==> src/rtl/uart_tx_buffered.sv <==
// Buffered UART transmitter: valid/ready write port into a circular FIFO,
// drained back-to-back by a framing FSM with configurable width/parity/stop.
module uart_tx_buffered #(
  parameter int CLK_FREQ   = 27_000_000,
  parameter int BAUD_RATE  = 4800,
  parameter int DATA_BITS  = 8,
  parameter int PARITY     = 0,
  parameter int STOP_BITS  = 1,
  parameter int FIFO_DEPTH = 16
) (
  input  logic                          clk,
  input  logic                          rst,
  input  logic [DATA_BITS-1:0]          data,
  input  logic                          data_valid,
  output logic                          data_ready,
  output logic                          tx,
  output logic                          busy,
  output logic [$clog2(FIFO_DEPTH):0]   fifo_level,
  output logic                          overflow
);
  localparam int CPB = CLK_FREQ / BAUD_RATE;
  localparam int AW  = $clog2(FIFO_DEPTH);
  localparam int CW  = $clog2(CPB);
  localparam logic [CW-1:0] CNT_LAST  = CW'(CPB - 1);
  localparam logic [3:0]    DATA_LAST = 4'(DATA_BITS - 1);
  localparam logic [3:0]    STOP_LAST = 4'(STOP_BITS - 1);

  typedef enum logic [2:0] {S_IDLE, S_START, S_DATA, S_PARITY, S_STOP} state_t;

  state_t               state;
  logic [CW-1:0]        cnt;
  logic [3:0]           bit_cnt;
  logic [DATA_BITS-1:0] shift, word;

  logic [DATA_BITS-1:0] mem [FIFO_DEPTH];
  logic [AW:0]          wr_ptr, rd_ptr;
  logic                 full, empty, push, pop, stop_done, par_bit;
  logic [DATA_BITS-1:0] head;

  // Extra pointer bit distinguishes full from empty when addresses match.
  assign empty      = (wr_ptr == rd_ptr);
  assign full       = (wr_ptr[AW] != rd_ptr[AW]) && (wr_ptr[AW-1:0] == rd_ptr[AW-1:0]);
  assign data_ready = !full;
  assign push       = data_valid && !full;
  assign fifo_level = wr_ptr - rd_ptr;
  assign head       = mem[rd_ptr[AW-1:0]];
  assign busy       = (state != S_IDLE) || !empty;

  assign stop_done = (state == S_STOP) && (cnt == CNT_LAST) && (bit_cnt == STOP_LAST);
  assign pop       = !empty && ((state == S_IDLE) || stop_done);
  assign par_bit   = (PARITY == 2) ? ^word : ~^word;

  always_ff @(posedge clk) begin
    if (push) mem[wr_ptr[AW-1:0]] <= data;
  end

  always_ff @(posedge clk) begin
    if (rst) begin
      wr_ptr   <= '0;
      rd_ptr   <= '0;
      overflow <= 1'b0;
    end else begin
      if (push) wr_ptr <= wr_ptr + 1'b1;
      if (pop)  rd_ptr <= rd_ptr + 1'b1;
      if (data_valid && !data_ready) overflow <= 1'b1;
    end
  end

  always_ff @(posedge clk) begin
    if (rst) begin
      state   <= S_IDLE;
      tx      <= 1'b1;
      cnt     <= '0;
      bit_cnt <= '0;
      shift   <= '0;
      word    <= '0;
    end else begin
      // Every state exit happens at CNT_LAST, so the wrap restarts the count on entry.
      cnt <= (cnt == CNT_LAST) ? '0 : cnt + CW'(1);
      case (state)
        S_IDLE: begin
          cnt <= '0;
          tx  <= 1'b1;
          if (pop) begin
            shift   <= head;
            word    <= head;
            bit_cnt <= '0;
            tx      <= 1'b0;
            state   <= S_START;
          end
        end
        S_START: begin
          if (cnt == CNT_LAST) begin
            tx    <= shift[0];
            state <= S_DATA;
          end
        end
        S_DATA: begin
          if (cnt == CNT_LAST) begin
            if (bit_cnt == DATA_LAST) begin
              bit_cnt <= '0;
              if (PARITY != 0) begin
                tx    <= par_bit;
                state <= S_PARITY;
              end else begin
                tx    <= 1'b1;
                state <= S_STOP;
              end
            end else begin
              bit_cnt <= bit_cnt + 4'd1;
              shift   <= shift >> 1;
              tx      <= shift[1];
            end
          end
        end
        S_PARITY: begin
          if (cnt == CNT_LAST) begin
            tx    <= 1'b1;
            state <= S_STOP;
          end
        end
        S_STOP: begin
          if (cnt == CNT_LAST) begin
            if (bit_cnt == STOP_LAST) begin
              bit_cnt <= '0;
              if (pop) begin
                shift <= head;
                word  <= head;
                tx    <= 1'b0;
                state <= S_START;
              end else begin
                tx    <= 1'b1;
                state <= S_IDLE;
              end
            end else begin
              bit_cnt <= bit_cnt + 4'd1;
            end
          end
        end
        default: begin
          tx    <= 1'b1;
          state <= S_IDLE;
        end
      endcase
    end
  end
endmodule
==> config.mk <==
export PLATFORM = sky130hd
export DESIGN_NAME = uart_tx_buffered
export DESIGN_NICKNAME = d
export VERILOG_FILES = /design/src/rtl/uart_tx_buffered.sv
export SDC_FILE = /design/constraint.sdc
export NUM_CORES = 1
export LEC_CHECK = 0
export BUFFER_PORTS_ARGS = -buffer_cell sky130_fd_sc_hd__buf_2
export CAP_MARGIN = 10
export CORE_ASPECT_RATIO = 0.75
export CORE_UTILIZATION = 30
export CTS_BUF_LIST = sky130_fd_sc_hd__clkbuf_8
export DETAILED_ROUTE_END_ITERATION = 10
export GPL_TIMING_DRIVEN = 0
export PLACE_DENSITY = 0.54
export REMOVE_ABC_BUFFERS = 1
export SLEW_MARGIN = 20
export SYNTH_ARGS = -nofsm -noshare
export SYNTH_HDL_FRONTEND = slang
export SYNTH_SLANG_ARGS = --single-unit
==> constraint.sdc <==
create_clock -name clk -period 8.1 [get_ports clk]
set_clock_uncertainty 0.15 [all_clocks]
set_input_delay 1.62 -clock clk [delete_from_list [all_inputs] [get_ports clk]]
set_output_delay 1.62 -clock clk [all_outputs]
set_load 0.01 [all_outputs]
Yosys cells after proc, flatten, opt, wreduce, memory -nomap -nowiden
Memories as Yosys holds them, arrays and structs flattened. A register that Yosys moved wholly into a read port is not among the register bits.
Cells that the tools add are included.
{"block": "op_classes", "addsub": 5, "eq_ne": 17, "mux": 33, "reduce_logical": 19}
{"cell": "two-way mux 8 bit", "count": 5}
{"cell": "two-way mux 4 bit", "count": 7}
{"cell": "case mux 8 bit (3 select lines)", "count": 1}
{"cell": "two-way mux 3 bit", "count": 7}
{"cell": "case mux 3 bit (5 select lines)", "count": 1}
{"cell": "adder 13 x 1 -> 13 bit (second input constant)", "count": 1}
{"cell": "== test 13 bit (second input constant)", "count": 1}
{"cell": "inequality test 2 bit (second input constant)", "count": 6}
{"cell": "case mux 4 bit (3 select lines)", "count": 1}
{"cell": "adder 5 x 1 -> 5 bit (second input constant)", "count": 2}
{"cell": "two-way mux 1 bit", "count": 10}
{"cell": "AND reduction 5 bit", "count": 2}
{"cell": "AND reduction 7 bit", "count": 1}
{"cell": "== test 3 x 2 -> 1 bit (second input constant)", "count": 2}
{"cell": "logical AND 1 bit", "count": 6}
{"cell": "nonzero test 3 bit", "count": 2}
{"cell": "== test 5 bit", "count": 1}
{"cell": "case mux 1 bit (5 select lines)", "count": 1}
{"cell": "subtractor 5 bit", "count": 1}
{"cell": "adder 4 x 1 -> 4 bit (second input constant)", "count": 1}
{"cell": "== test 4 x 3 -> 1 bit (second input constant)", "count": 1}
{"cell": "== test 4 bit", "count": 1}
{"cell": "zero test 4 bit", "count": 1}
{"cell": "inequality test 2 x 1 -> 1 bit (second input constant)", "count": 2}
{"cell": "8 further kinds", "count": 10}
{"block": "totals", "reg_bits": 40, "mem_bits_rw": 128, "output_inout_bits": 9, "wordCells": 83, "mem_count": 1}
{"name": "mem", "depth": 16, "width": 8, "read_ports": 1, "rd_clocked_by_memory_dff": 1, "wr": 1, "line": "35", "source": "logic [DATA_BITS-1:0] mem [FIFO_DEPTH];"}

Depth between registers and ports, before layout
Gate-level depths: netlist of run 1.
{"block": "logic_depth", "ltp_word": 9, "mapped_depth": 9}

Least setup slack after synthesis of run 1
No wires, ideal clock.
{"block": "synth_timing", "kind": "input to register", "startpoint": "in data_valid", "endpoint": "mem mem[3][0], enable pin", "arrival_ns": 2.772, "setup_slack_ns": 4.795, "stages": 4, "path_buffers": 1, "path_cell_list": "nor2b_1 -> clkbuf_1 -> nand2_1 -> nor3_1"}
{"block": "synth_between", "elab_chain_len": 3}
{"element": "from (decl)", "line": "14", "source": "input logic data_valid,"}
{"element": "logical AND 1 bit", "line": "44", "source": "assign push = data_valid && !full;"}
{"element": "two-way mux 1 bit", "line": "54", "source": "if (push) mem[wr_ptr[AW-1:0]] <= data;"}
{"element": "two-way mux 1 bit (not written as such)", "line": "54"}
{"element": "to (decl)", "line": "35"}
No other way between the ends.

Worst setup path in the final report of run 1
{"block": "layout_timing", "startpoint": "reg wr_ptr[2]", "endpoint": "out busy"}
{"block": "layout_between", "elab_chain_len": 3}
{"element": "from (decl)", "line": "36", "source": "logic [AW:0] wr_ptr, rd_ptr;"}
{"element": "from (signal assigned)", "line": "63", "source": "if (push) wr_ptr <= wr_ptr + 1'b1;"}
{"element": "== test 5 bit", "line": "41", "source": "assign empty = (wr_ptr == rd_ptr);"}
{"element": "zero test 1 bit", "line": "47", "source": "assign busy = (state != S_IDLE) || !empty;"}
{"element": "logical OR 1 bit", "line": "47"}
{"element": "to (decl)", "line": "17", "source": "output logic busy,"}
No other way between the ends.

==> flow_summary_export.csv, run 1 <==
group,metric,value,unit
run_status,outcome,"completed",
floorplanning,fp-row-count,48,
power_and_ir_drop,p_seq_share,51.2,%
place,hpwlAfterDp,9.46,mm
power_and_ir_drop,switching_power,642,uW
clocking,clkTransAtPathRegs,0.10,ns
detailed_routing,routed_wl,14.3,mm
clocking,hold_buffers,0,
yosys,avgSynthCellArea,14.5,um2
detailed_routing,vias_per_cell,4.72,
grt,grt_usage,12.3,%
clocking,cts_max_level,4,
place,globalplace.congestion,0.752,
detailed_routing,drc,0,
flow_run,cap_violations,0,
yosys,yosys_most_used_dff,"edfxtp_1",
grt,grt_use_met2,19.0,%
yosys,syn_area,7160,um2
place,io_buffers,19,
yosys,yosysTopAreaCell,"edfxtp_1",
hold_path,hold_start,"overflow",
layout,finalNetCount,541,
sta,max_slew_margin,28.9,%
floorplanning,dieHeight,136,um
critical_path,reg2reg_slack,4.60,ns
grt,antenna_found_initial,0,
detailed_routing,drtIter0Drc,318,
power_and_ir_drop,switching_share,31.0,%
yosys,synth_warnings,0,
hold_path,min_path_type,"reg -> reg",
detailed_routing,drt_pass1_iterations,4,
floorplanning,start_util,30.9,%
critical_path,end_kind,"output pin",
yosys,seq_area_frac_synth,66.0,%
floorplanning,die_w,180,um
power_and_ir_drop,p_per_area,259,nW/um2
critical_path,cp-startpoint,"wr_ptr[2]",
layout,insertedDiodeCount,0,
power_and_ir_drop,internal_power,1430,uW
grt,grt_max_degree,45,
sta,tns,0,ns
critical_path,crit_fanout,10,
sta,setup_viol,0,
clocking,clock_sinks,172,
clocking,cts_tree,"done",
yosys,synthArstFlopShare,0,%
critical_path,timing.rr.end,"mem[11][0]",
sta,fin_crit,3.98,ns
critical_path,worst-endpoint-required,6.33,ns
clocking,ctsResizeCount,0,
critical_path,cp-endpoint,"busy",
grt,grt.busiest_layer,"met2",
layout,drive_gt1_share,19.3,%
critical_path,cp.arrival,2.21,ns
power_and_ir_drop,p_leak,0.00258,uW
clocking,post_cts_buffers,0,
grt,grt.met3_usage,3.25,%
yosys,syn_inst,494,
sta,fin_crit_sh,49.1,%
yosys,ys_types,48,
layout,syn2layout_area_growth,11.6,%
floorplanning,die_area,24500,um2
floorplanning,ios,20,
sta,clock.fmax,0.251,GHz
critical_path,cp-start-kind,"flop",
layout,fin_util,34.5,%
yosys,synth_top_area_share,53.7,%
critical_path,r2r-start,"wr_ptr[2]",
critical_path,rr_worst_depth,6,
grt,overflow,0,
grt,grt_pass1_wl,22.3,mm
power_and_ir_drop,clkPwrFrac,27.7,%
grt,grtUsageMet1,16.9,%
power_and_ir_drop,ir_drop,0.114,mV
sta,rsz0062_at_grt,"false",
clocking,clockRootBuffer,"clkbuf_8",
clocking,clk_latency,0.46,ns
sta,hold_violations,0,
detailed_routing,drtAntennaViolNets,0,
sta,slew_viol_final,0,
clocking,cts_made_buffers,17,
detailed_routing,wire_per_inst,17.3,um
floorplanning,core,23200,um2
clocking,clockBufferDepth,2,
power_and_ir_drop,combPwrFrac,21.1,%
sta,worst_slew_pin_slew,1.06,ns
detailed_routing,num_vias,3914,
yosys,synthTopCellsByArea,"edfxtp_1 54%, dfxtp_1 12%, mux4_2 6.6%",
layout,fillers,2229,
critical_path,critPathKind,"reg -> out",
yosys,synth-seq-cells,172,
grt,grt_pass1_vias,3986,
yosys,synth_edf_count,128,
## routing by layer
| layer | up-vias | wire [um] |
|---|---|---|
| li1 | 1898 | - |
| met4 | 0 | 95 |
| met3 | 6 | 641 |
| met2 | 49 | 6670 |
| met5 | - | 0 |
| met1 | 1961 | 6890 |
## state kept, by name, indices dropped and copies added, names as in the netlist, named ones only
signal    flops
mem         128
cnt          13
shift         8
rd_ptr        5
wr_ptr        5
bit_cnt       4
state         3
overflow      1
tx            1
## power by group through the flow
stage | Combinational [uW] | Sequential [uW] | Clock (uW)
2_1_floorplan | 312 | 1070 | 0
3_3_place_gp | 414 | 1100 | 0
3_5_place_dp | 440 | 1080 | 0
4_1_cts | 442 | 1060 | 589
5_1_grt | 484 | 1070 | 626
6_report | 437 | 1060 | 574
## kinds of logic after synthesis
logic type,Yosys count,share of synthesized area (%)
flops,172,66.0
simple gates,134,9.07
compound gates,58,5.93
mux,54,11.3
buf+inv,40,2.41
xor+xnor,22,2.69
fa+ha+maj,14,2.55
## cell type report
type | instances | area [um2] | area share (%)
well taps | 300 | 375 | 4.70
clock buffers | 17 | 234 | 2.93
flip-flops and latches | 172 | 4730 | 59.2
inverters | 20 | 75.1 | 0.940
clock inverters | 15 | 150 | 1.88
repair buffers | 23 | 138 | 1.72
multi-input cells | 282 | 2290 | 28.6
## through the flow
stage / instance area, um2 / hold WS (ns) / total power [uW] / std cells / setup slack (ns)
6_report: 7990 / 0.325 / 2070 / 829 / 4.12
4_1_cts: 7990 / 0.332 / 2090 / 829 / 4.08
5_1_grt: 7990 / 0.358 / 2180 / 829 / 3.95
3_3_place_gp: 7530 / 0.286 / 1510 / 793 / 3.92
3_5_place_dp: 7600 / 0.307 / 1520 / 797 / 4.21
2_1_floorplan: 7060 / 0.275 / 1380 / 474 / 4.74
## cell usage in the layout, fill, tap and decap left out, drive strengths merged, types with 2 or more instances in the layout
cell type  count
nand2b         7
or2            2
mux4          21
or3            5
clkinv         6
nor2          61
a31oi          3
xnor2         13
inv           28
buf           23
o22ai          2
ha            13
and3           5
mux2           7
mux2i         26
a21o           4
nand2         16
a221oi        12
nor3           8
nand4          7
nor2b          5
a21oi         12
xor2           9
nand3b         2
clkbuf        17
dfxtp         44
nand3         10
o21ai         12
edfxtp       128
a211oi         7
## synthesized netlist by cell type (3+ instances only)
cell,instances
nand4_1,7
nand2b_1,7
clkbuf_1,12
a211oi_2,3
nand3_1,10
mux2i_1,26
edfxtp_1,128
nor2_1,58
nor2b_1,5
a221oi_1,12
xnor2_1,13
a31oi_1,3
buf_1,4
mux4_2,21
dfxtp_1,44
a211oi_1,4
nor2_2,3
xor2_1,9
ha_1,13
o21ai_0,12
inv_1,20
a21o_1,4
nor3_1,8
mux2_2,7
nand2_1,16
and3_1,4
a21oi_1,12
or3_1,5
## worst min-delay path by stage
stage | cells after the start | slack [ns] | end
after floorplan | 1 | 0.28 | cnt[0]
final | 2 | 0.33 | overflow
after global placement | 1 | 0.29 | cnt[0]
after global routing | 2 | 0.36 | overflow
after CTS | 2 | 0.33 | overflow
after detailed placement | 2 | 0.31 | overflow
## critical path, stage by stage, from the launching register on
cell and delay (ns):
dfxtp_1 0.61, ha_1 0.30, nand4_1 0.28, nor2_1 0.34, nand2_1 0.09, buf_2 0.15
Power figures use the tool's default switching activity.
==> inputs of run 2 (changes only) <==
ABC_AREA = 1   (was unset)
PLACE_DENSITY = 0.56   (was 0.54)
clock period = 3.3 ns   (was 8.1 ns; I/O delays follow)
==> flow_summary_export.csv, run 2 <==
group,metric,value,unit
detailed_routing,wire_per_inst,14.2,um
clocking,ctsResizeCount,0,
grt,grtUsageMet1,20.3,%
sta,fin_crit_sh,91.8,%
power_and_ir_drop,ir_drop,0.323,mV
floorplanning,dieHeight,142,um
place,globalplace.congestion,0.778,
critical_path,end_kind,"output pin",
critical_path,crit_fanout,4,
grt,overflow,0,
layout,insertedDiodeCount,0,
clocking,cts_tree,"done",
detailed_routing,routed_wl,17.6,mm
power_and_ir_drop,p_total,5680,uW
clocking,hold_buffers,0,
layout,finalNetCount,912,
floorplanning,die_area,26900,um2
detailed_routing,vias_per_cell,4.44,
grt,grt_pass1_wl,28.4,mm
power_and_ir_drop,clkPwrFrac,23.2,%
grt,grt_use_met2,20.4,%
power_and_ir_drop,switching_power,2160,uW
sta,clock.fmax,0.330,GHz
yosys,synthArstFlopShare,0,%
run_status,outcome,"completed",
clocking,clk_latency,0.47,ns
grt,grt_max_degree,65,
yosys,synth_edf_count,128,
sta,fin_crit,3.03,ns
detailed_routing,drtAntennaViolNets,0,
yosys,synthTopCellsByCount,"253 x nand2_1, 136 x inv_1, 128 x edfxtp_1, 108 x nand3_1, 75 x nor2_1",
clocking,clkTransAtPathRegs,0.09,ns
yosys,synthTopCellsByArea,"edfxtp_1 49%, nand2_1 12%, dfxtp_1 11%",
detailed_routing,drc,0,
clocking,post_cts_buffers,0,
critical_path,worst-endpoint-required,2.49,ns
clocking,clockBufferDepth,2,
power_and_ir_drop,combPwrFrac,31.9,%
floorplanning,start_util,31.0,%
yosys,syn_inst,877,
yosys,synth_top_area_share,48.9,%
place,io_buffers,19,
yosys,synth-seq-cells,172,
power_and_ir_drop,internal_power,3520,uW
floorplanning,core,25300,um2
place,hpwlAfterDp,11.1,mm
detailed_routing,drt_pass1_iterations,5,
grt,grt.busiest_layer,"met2",
grt,antenna_found_initial,0,
detailed_routing,drtIter0Drc,505,
floorplanning,die_w,189,um
power_and_ir_drop,p_per_area,657,nW/um2
clocking,cts_max_level,4,
clocking,cts_made_buffers,17,
layout,fin_cells,1238,
critical_path,critPathKind,"reg -> out",
power_and_ir_drop,p_seq_share,44.9,%
critical_path,cp-start-kind,"flop",
layout,layout.cells.most_common,"nand2_1",
clocking,clockRootBuffer,"clkbuf_8",
floorplanning,fp-row-count,50,
yosys,yosysTopAreaCell,"edfxtp_1",
power_and_ir_drop,p_leak,0.00359,uW
detailed_routing,num_vias,5502,
sta,tns,0,ns
yosys,yosys_most_used_dff,"edfxtp_1",
yosys,avgSynthCellArea,8.97,um2
layout,largest_reg_flops,128,
grt,grt.met3_usage,3.38,%
layout,drive_gt1_share,7.56,%
sta,max_slew_margin,31.1,%
sta,hold_violations,0,
yosys,seq_area_frac_synth,60.1,%
hold_path,min_path_type,"reg -> reg",
grt,grt_usage,14.0,%
flow_run,cap_violations,0,
yosys,synth_warnings,0,
sta,worst_slew_pin_slew,1.03,ns
yosys,ys_types,37,
layout,syn2layout_area_growth,9.86,%
floorplanning,ios,20,
clocking,clock_sinks,172,
sta,rsz0062_at_grt,"false",
critical_path,cp.arrival,2.22,ns
layout,layout_common_cells,"253 x nand2_1, 136 x inv_1, 128 x edfxtp_1, 108 x nand3_1, 75 x nor2_1",
sta,setup_viol,0,
yosys,syn_area,7870,um2
power_and_ir_drop,switching_share,38.0,%
grt,grt_pass1_vias,5247,
sta,slew_viol_final,0,
yosys,synth.most_common_cell,"nand2_1",
place,dp.cells,1206,
==> run 2: area by class of cell <==
type                            count  area (um2)
Timing Repair Buffer               21         150
Clock buffer                       17         234
Multi-Input combinational cell    534        2480
Fill cell                        2609       16700
Inverter                          141         532
Clock inverter                     15        97.6
Sequential cell                   172        4730
Tap cell                          338         423
==> run 2: stage by stage <==
step	setup slack [ns]	hold slack [ns]	utilization, %	instance area, um2
after floorplan	0.393	0.280	-	7730
after global placement	-1.43	0.294	32.6	8250
after detailed placement	0.396	0.303	32.8	8310
after CTS	0.260	0.310	34.1	8640
after global routing	0.0864	0.325	34.1	8640
final	0.269	0.318	34.1	8640
==> run 2: cell families after synthesis <==
family	share of synthesized area (%)
fa+ha+maj	2.32
flops	60.1
buf+inv	8.46
xor+xnor	0.779
simple gates	24.9
compound gates	3.48
==> run 2: routing by layer <==
metal | routed length, um | part of all wire, % | vias up
met5 | 0 | 0 | -
met4 | 236 | 1.3 | 0
met3 | 1060 | 6.0 | 18
met2 | 7410 | 42 | 130
met1 | 8940 | 51 | 2521
li1 | - | - | 2833
==> run 2: worst paths after layout <==
kind,cells past startpoint,endpoint,from,slack [ns]
setup / recovery,8,busy,wr_ptr[0],0.27
hold / removal,1,cnt[0],cnt[0],0.32
setup reg to reg,9,mem[14][4],wr_ptr[0],0.32
hold reg to reg,1,cnt[0],cnt[0],0.32
==> run 2: power groups by stage <==
stage	Sequential (uW)	Combinational (uW)	Clock (uW)
3_3_place_gp	2700	1680	0
4_1_cts	2550	1820	1340
6_report	2550	1810	1320
5_1_grt	2570	2070	1450
3_5_place_dp	2600	1810	0
2_1_floorplan	2610	1190	0
==> run 2: worst max-delay path: stages, from the launching register on <==
cell     delay, ns
dfxtp_1       0.39
inv_1         0.13
ha_1          0.35
nand2_1       0.07
nor2_1        0.12
nand2_1       0.19
nor2_1        0.26
inv_1         0.09
buf_2         0.14
